<file path="src/rtl/ram_stream_pkg.sv">
// Shared types and constants for the RAM read streamer and its output FIFO.
package ram_stream_pkg;

    localparam int DEF_ADDR_WIDTH = 10;
    localparam int DEF_DATA_WIDTH = 16;
    localparam int DEF_LEN_WIDTH  = 11;

    localparam int FIFO_DEPTH = 4;
    localparam int FIFO_CNT_W = $clog2(FIFO_DEPTH + 1);

    typedef enum logic [1:0] {
        IDLE  = 2'd0,
        READ  = 2'd1,
        DRAIN = 2'd2
    } state_e;

endpackage

</file>
<file path="src/rtl/ram_rd_fifo.sv">
// Four-entry synchronous FIFO that absorbs RAM read data while the consumer stalls.
module ram_rd_fifo
    import ram_stream_pkg::*;
#(
    parameter int DATA_WIDTH = DEF_DATA_WIDTH
) (
    input  logic                  clk,
    input  logic                  rst,
    input  logic                  push,
    input  logic                  pop,
    input  logic [DATA_WIDTH-1:0] din,
    output logic [DATA_WIDTH-1:0] dout,
    output logic                  empty,
    output logic                  full,
    output logic [FIFO_CNT_W-1:0] count
);

    localparam int PTR_W = $clog2(FIFO_DEPTH);

    logic [DATA_WIDTH-1:0] mem_q [FIFO_DEPTH];
    logic [PTR_W-1:0]      wr_ptr_q;
    logic [PTR_W-1:0]      rd_ptr_q;
    logic [FIFO_CNT_W-1:0] count_q;
    logic                  do_push;
    logic                  do_pop;

    assign empty   = (count_q == '0);
    assign full    = (count_q == FIFO_CNT_W'(FIFO_DEPTH));
    assign count   = count_q;
    assign dout    = mem_q[rd_ptr_q];
    assign do_pop  = pop && !empty;
    // A pop in the same cycle frees the slot, so a push into a full FIFO is still safe then.
    assign do_push = push && (!full || do_pop);

    always_ff @(posedge clk or posedge rst) begin
        if (rst) begin
            for (int i = 0; i < FIFO_DEPTH; i++) begin
                mem_q[i] <= '0;
            end
            wr_ptr_q <= '0;
            rd_ptr_q <= '0;
            count_q  <= '0;
        end else begin
            if (do_push) begin
                mem_q[wr_ptr_q] <= din;
                wr_ptr_q        <= wr_ptr_q + PTR_W'(1);
            end
            if (do_pop) begin
                rd_ptr_q <= rd_ptr_q + PTR_W'(1);
            end
            case ({do_push, do_pop})
                2'b10:   count_q <= count_q + FIFO_CNT_W'(1);
                2'b01:   count_q <= count_q - FIFO_CNT_W'(1);
                default: count_q <= count_q;
            endcase
        end
    end

    always_ff @(posedge clk) begin
        if (!rst) begin
            assert (!(push && full && !pop));
        end
    end

endmodule

</file>
<file path="src/rtl/ram_read_streamer.sv">
// Walks a contiguous RAM address range and streams the read words out as
// valid/ready with a last marker. A word moves when m_valid && m_ready at a rising edge.
module ram_read_streamer
    import ram_stream_pkg::*;
#(
    parameter int ADDR_WIDTH = DEF_ADDR_WIDTH,
    parameter int DATA_WIDTH = DEF_DATA_WIDTH,
    parameter int LEN_WIDTH  = DEF_LEN_WIDTH
) (
    input  logic                  clk,
    input  logic                  rst,
    input  logic                  start,
    input  logic [ADDR_WIDTH-1:0] base_addr,
    input  logic [LEN_WIDTH-1:0]  length,
    output logic                  busy,
    output logic                  done,
    output logic                  enb,
    output logic [ADDR_WIDTH-1:0] addrb,
    input  logic [DATA_WIDTH-1:0] dob,
    output logic                  m_valid,
    output logic [DATA_WIDTH-1:0] m_data,
    output logic                  m_last,
    input  logic                  m_ready,
    output state_e                state_o
);

    localparam int CRED_W = FIFO_CNT_W + 1;

    state_e                state_q, state_d;
    logic [ADDR_WIDTH-1:0] rd_addr_q, rd_addr_d;
    logic [ADDR_WIDTH-1:0] addrb_q, addrb_d;
    logic [LEN_WIDTH-1:0]  issue_cnt_q, issue_cnt_d;
    logic [LEN_WIDTH-1:0]  out_cnt_q, out_cnt_d;
    logic                  enb_q, enb_d;
    logic                  en_dly_q;
    logic                  done_q, done_d;

    logic                  fifo_empty;
    logic                  fifo_full;
    logic [FIFO_CNT_W-1:0] fifo_count;
    logic [CRED_W-1:0]     credit_used;
    logic                  issue;
    logic                  pop;

    // Reads in flight are exactly the ones sitting in enb_q and en_dly_q.
    assign credit_used = CRED_W'(fifo_count) + CRED_W'(enb_q) + CRED_W'(en_dly_q);
    assign issue       = (state_q == READ) && (issue_cnt_q != '0) &&
                         (credit_used < CRED_W'(FIFO_DEPTH));
    assign pop         = m_valid && m_ready;

    assign m_valid = !fifo_empty;
    assign m_last  = m_valid && (out_cnt_q == LEN_WIDTH'(1));
    assign busy    = (state_q != IDLE);
    assign done    = done_q;
    assign enb     = enb_q;
    assign addrb   = addrb_q;
    assign state_o = state_q;

    ram_rd_fifo #(
        .DATA_WIDTH(DATA_WIDTH)
    ) u_fifo (
        .clk  (clk),
        .rst  (rst),
        .push (en_dly_q),
        .pop  (pop),
        .din  (dob),
        .dout (m_data),
        .empty(fifo_empty),
        .full (fifo_full),
        .count(fifo_count)
    );

    always_comb begin
        state_d     = state_q;
        rd_addr_d   = rd_addr_q;
        issue_cnt_d = issue_cnt_q;
        out_cnt_d   = out_cnt_q;
        done_d      = 1'b0;
        enb_d       = issue;
        addrb_d     = issue ? rd_addr_q : addrb_q;

        if (issue) begin
            rd_addr_d   = rd_addr_q + ADDR_WIDTH'(1);
            issue_cnt_d = issue_cnt_q - LEN_WIDTH'(1);
        end
        if (pop) begin
            out_cnt_d = out_cnt_q - LEN_WIDTH'(1);
        end

        case (state_q)
            IDLE: begin
                if (start) begin
                    if (length != '0) begin
                        state_d     = READ;
                        rd_addr_d   = base_addr;
                        issue_cnt_d = length;
                        out_cnt_d   = length;
                    end else begin
                        done_d = 1'b1;
                    end
                end
            end
            READ: begin
                if (issue_cnt_q == '0) begin
                    state_d = DRAIN;
                end
            end
            DRAIN: begin
                if (pop && (out_cnt_q == LEN_WIDTH'(1))) begin
                    state_d = IDLE;
                    done_d  = 1'b1;
                end
            end
            default: state_d = IDLE;
        endcase
    end

    always_ff @(posedge clk or posedge rst) begin
        if (rst) begin
            state_q     <= IDLE;
            rd_addr_q   <= '0;
            addrb_q     <= '0;
            issue_cnt_q <= '0;
            out_cnt_q   <= '0;
            enb_q       <= 1'b0;
            en_dly_q    <= 1'b0;
            done_q      <= 1'b0;
        end else begin
            state_q     <= state_d;
            rd_addr_q   <= rd_addr_d;
            addrb_q     <= addrb_d;
            issue_cnt_q <= issue_cnt_d;
            out_cnt_q   <= out_cnt_d;
            enb_q       <= enb_d;
            en_dly_q    <= enb_q;
            done_q      <= done_d;
        end
    end

endmodule

</file>
<file path="config.mk">
export PLATFORM = sky130hd
export DESIGN_NAME = ram_read_streamer
export DESIGN_NICKNAME = d
export VERILOG_FILES = /design/src/rtl/ram_stream_pkg.sv /design/src/rtl/ram_rd_fifo.sv /design/src/rtl/ram_read_streamer.sv
export SDC_FILE = /design/constraint.sdc
export NUM_CORES = 1
export LEC_CHECK = 0
export BUFFER_PORTS_ARGS = -buffer_cell sky130_fd_sc_hd__buf_2
export CELL_PAD_IN_SITES_DETAIL_PLACEMENT = 0
export CELL_PAD_IN_SITES_GLOBAL_PLACEMENT = 2
export CORE_MARGIN = 1
export CORE_UTILIZATION = 39
export DETAILED_ROUTE_END_ITERATION = 6
export PLACE_DENSITY_LB_ADDON = 0.1
export RECOVER_POWER = 50
export REMOVE_ABC_BUFFERS = 1
export SETUP_SLACK_MARGIN = 0.4
export SKIP_LAST_GASP = 1
export SLEW_MARGIN = 20
export SYNTH_ARGS = -nofsm -noshare
export SYNTH_HDL_FRONTEND = slang
export SYNTH_SLANG_ARGS = --single-unit
</file>
<file path="constraint.sdc">
create_clock -name clk -period 4.57 [get_ports clk]
set_clock_uncertainty 0.2 [all_clocks]
set_input_delay 0.457 -clock clk [delete_from_list [all_inputs] [get_ports clk]]
set_output_delay 0.457 -clock clk [all_outputs]
set_load 0.03 [all_outputs]
</file>
==> results.json <==
{
  "rows": 43,
  "drt_iter0_markers": 212,
  "leakagePower_nw": 2.855,
  "io_pins": 74,
  "startpoint_type": "flip-flop",
  "synth-edff-count": 0,
  "dp_hpwl_um": 8459,
  "holdPathStages": 3,
  "post_cts_buffers": 0,
  "slew_headroom_pct": -106.2,
  "fin_nets": 573,
  "cts_root_buf": "clkbuf_16",
  "crit_family": "compound AO/OA/AOI/OAI gates",
  "avgRoutedWirePerCell_um": 18.09,
  "syn_inst": 444,
  "hold_path.class": "input pin to flip-flop",
  "hold_start": "base_addr[2]",
  "whs_endpoint": "rd_addr_q[2]$_DFF_PP0_",
  "drc_errors": 0,
  "synthDistinctLibCells": 53,
  "status": "finished, violations left",
  "post_cts_resized": 0,
  "timing.rr.start": "u_fifo.count[1]$_DFFE_PP0P_",
  "antennaDiodeCount": 0,
  "cts_hold_buf": 0,
  "slowest_stage": "o31ai_1",
  "overflow": 0,
  "cp_max_fo": 7,
  "gp_routability_congestion": 0.7298,
  "hold_violations": 0,
  "worstSetupPathType": "flip-flop to flip-flop",
  "viasPerCell": 5.394,
  "core_area_um2": 14040,
  "grt_pass1_wl_um": 20740,
  "crit_required_ps": 4660,
  "worst_slew_pin_slew_ps": 3076,
  "crit_chain": "o31ai_1 -> clkinv_1 -> ha_1 -> inv_1 -> fa_1 -> xor2_1 -> nor2_1 -> xnor2_1",
  "syn_area_um2": 5662,
  "clockBufferDepth": 2,
  "final_layout_size_suffix_gt1_share_pct": 36.21,
  "clock_sinks": 118,
  "ant_nets": 0,
  "die_h_um": 122.5,
  "insertion_delay_ps": 410,
  "die_x_um": 122.5,
  "rsz0062_at_grt": "false",
  "start_util_pct": 40.32,
  "cts_buffers": 17,
  "grt_use_total_pct": 18.64,
  "grt_pass1_vias": 3949,
  "r2r_end": "u_fifo.count[2]$_DFFE_PP0P_",
  "port_buffers": 73,
  "drt_wl_total_um": 12900,
  "final_cell_mix": "dfrtp_1 (118), mux2_2 (68), buf_2 (60), nor2_1 (30)",
  "timing.final.crit_share_pct": 63.89,
  "fmax_ghz": 0.3425,
  "fin_util_pct": 48.41,
  "ff2ff_path_depth": 8,
  "die_area_um2": 15000,
  "rrSetupSlack_ps": 1650,
  "yosysWarnings": 0,
  "synth-main-ff-cell": "dfrtp_1",
  "peakVddDrop_uv": 289.6,
  "cts.clk_slew.worst_paths_ps": 50,
  "post-route-min-period_ps": 2920,
  "synthArstFlopShare_pct": 100.0,
  "crit_buf_inv": 2,
  "via_count": 3846,
  "cp.arrival_ps": 3010,
  "syn_to_final_growth_pct": 20.07,
  "htree_levels": 4,
  "grt_max_degree": 71,
  "cpPeakStageDelay_ps": 740,
  "drv_cap": 1,
  "violations": "max-capacitance violations, max-slew violations",
  "tns_ps": 0,
  "antenna_found_initial": 0,
  "synth-seq-cells": 118,
  "path_depth": 8,
  "setup_viol": 0,
  "synth-seq-area-share_pct": 52.15,
  "final_common_cell": "dfrtp_1",
  "p_per_area_nw_per_um2": 821.0,
  "syn_avg_cell_area_um2": 12.75,
  "finalMaxSlewViolations": 71,
  "worst_setup_path_end_kind": "flip-flop",
  "cts_tree": "done",
  "drt_first_pass_iters": 4
}
==> routing by layer <==
layer	GRT usage [%]	vias up	share of wire (%)
li1	-	1821	-
met1	24.47	1938	46
met2	29.63	73	49
met3	4.833	14	3.3
met4	6.784	0	1.7
met5	0	-	0
==> stage by stage <==
stage | instances | area [um^2] | hold slack [ps] | power, mW | setup WS [ps]
after detailed placement | 682 | 6201 | 247.4 | 4.241 | 1625
final | 713 | 6798 | 85.23 | 5.581 | 1650
after floorplan | 423 | 5563 | 273.9 | 3.624 | 783.9
after global placement | 682 | 6201 | 239.5 | 4.190 | 1810
after global routing | 713 | 6798 | 81.27 | 5.935 | 1376
after CTS | 713 | 6815 | 77.14 | 5.658 | 1622
==> flip-flops by register name (all words and copies together), names as in the netlist <==
signal / count
rd_addr_q: 10
out_cnt_q: 11
u_fifo.rd_ptr_q: 2
u_fifo.wr_ptr_q: 2
u_fifo.count: 3
enb: 1
u_fifo.mem_q: 64
done: 1
en_dly_q: 1
state_o: 2
issue_cnt_q: 11
addrb: 10
==> cell usage after synthesis, types with 2 or more instances <==
cell type  number  area (um^2)
dfrtp_1       118         2953
mux2_2         68        765.7
nor2_1         30        112.6
nand2_1        17        63.81
mux4_2         16        360.4
inv_1          15        56.30
a31oi_1        13        81.33
or4_1          11        82.58
clkbuf_1       10        37.54
ha_1           10        125.1
nand3_1        10        50.05
o21ai_0        10        50.05
o31ai_1        10        75.07
a21oi_1         9        45.04
nand4_1         8        50.05
xnor2_1         8        70.07
xor2_1          8        70.07
buf_2           7        35.03
a311oi_1        6        52.55
mux2_4          6        90.09
o311ai_0        5        43.79
or3_1           5        31.28
nand2b_1        4        25.02
nor3_1          3        15.01
o211ai_1        3        22.52
and3_1          2        12.51
buf_1           2        7.510
nand4b_1        2        17.52
nor2b_1         2        12.51
nor3b_1         2        15.01
nor4_1          2        12.51
==> where the power goes <==
| part | switching [mW] | internal, mW | total [mW] |
|---|---|---|---|
| Clock | 0.456 | 0.935 | 1.39 |
| Sequential | 0.410 | 1.57 | 1.98 |
| Combinational | 1.17 | 1.03 | 2.21 |
| Total | 2.04 | 3.54 | 5.58 |
==> worst max-delay path by stage <==
stage,startpoint,to,slack [ps]
after detailed placement,u_fifo.count[0]$_DFFE_PP0P_,u_fifo.count[2]$_DFFE_PP0P_,1620
after CTS,u_fifo.count[1]$_DFFE_PP0P_,u_fifo.count[2]$_DFFE_PP0P_,1620
after global placement,u_fifo.count[1]$_DFFE_PP0P_,u_fifo.count[2]$_DFFE_PP0P_,1810
after floorplan,rst,addrb[0]$_DFFE_PP0P_,780
final,u_fifo.count[1]$_DFFE_PP0P_,u_fifo.count[2]$_DFFE_PP0P_,1650
after global routing,u_fifo.count[1]$_DFFE_PP0P_,u_fifo.count[2]$_DFFE_PP0P_,1380
==> worst reg2reg max path: stages (launching register included) <==
cell and delay (ps):
dfrtp_1 460, o31ai_1 740, clkinv_1 490, ha_1 360
inv_1 70, fa_1 180, xor2_1 140, nor2_1 60
xnor2_1 120
==> cell families after synthesis <==
kind of cell | count (synthesis) | synth area share [%]
buffers and inverters | 38 | 2.873
and+or+nand+nor | 104 | 9.878
muxes | 91 | 21.66
adders and majority gates | 11 | 2.564
xor gates and xnor gates | 16 | 2.475
DFF | 118 | 52.15
AOI/OAI and AO/OA | 66 | 8.398
==> cell type report <==
cell class                      count  area, um^2
Fill cell                        1279        7244
Sequential cell                   118        2953
Multi-Input combinational cell    288        2546
Clock buffer                       22       464.2
Timing Repair Buffer               79       394.1
Tap cell                          180       225.2
Clock inverter                      9       150.1
Inverter                           17       65.06
Power figures use the tool's default switching activity.
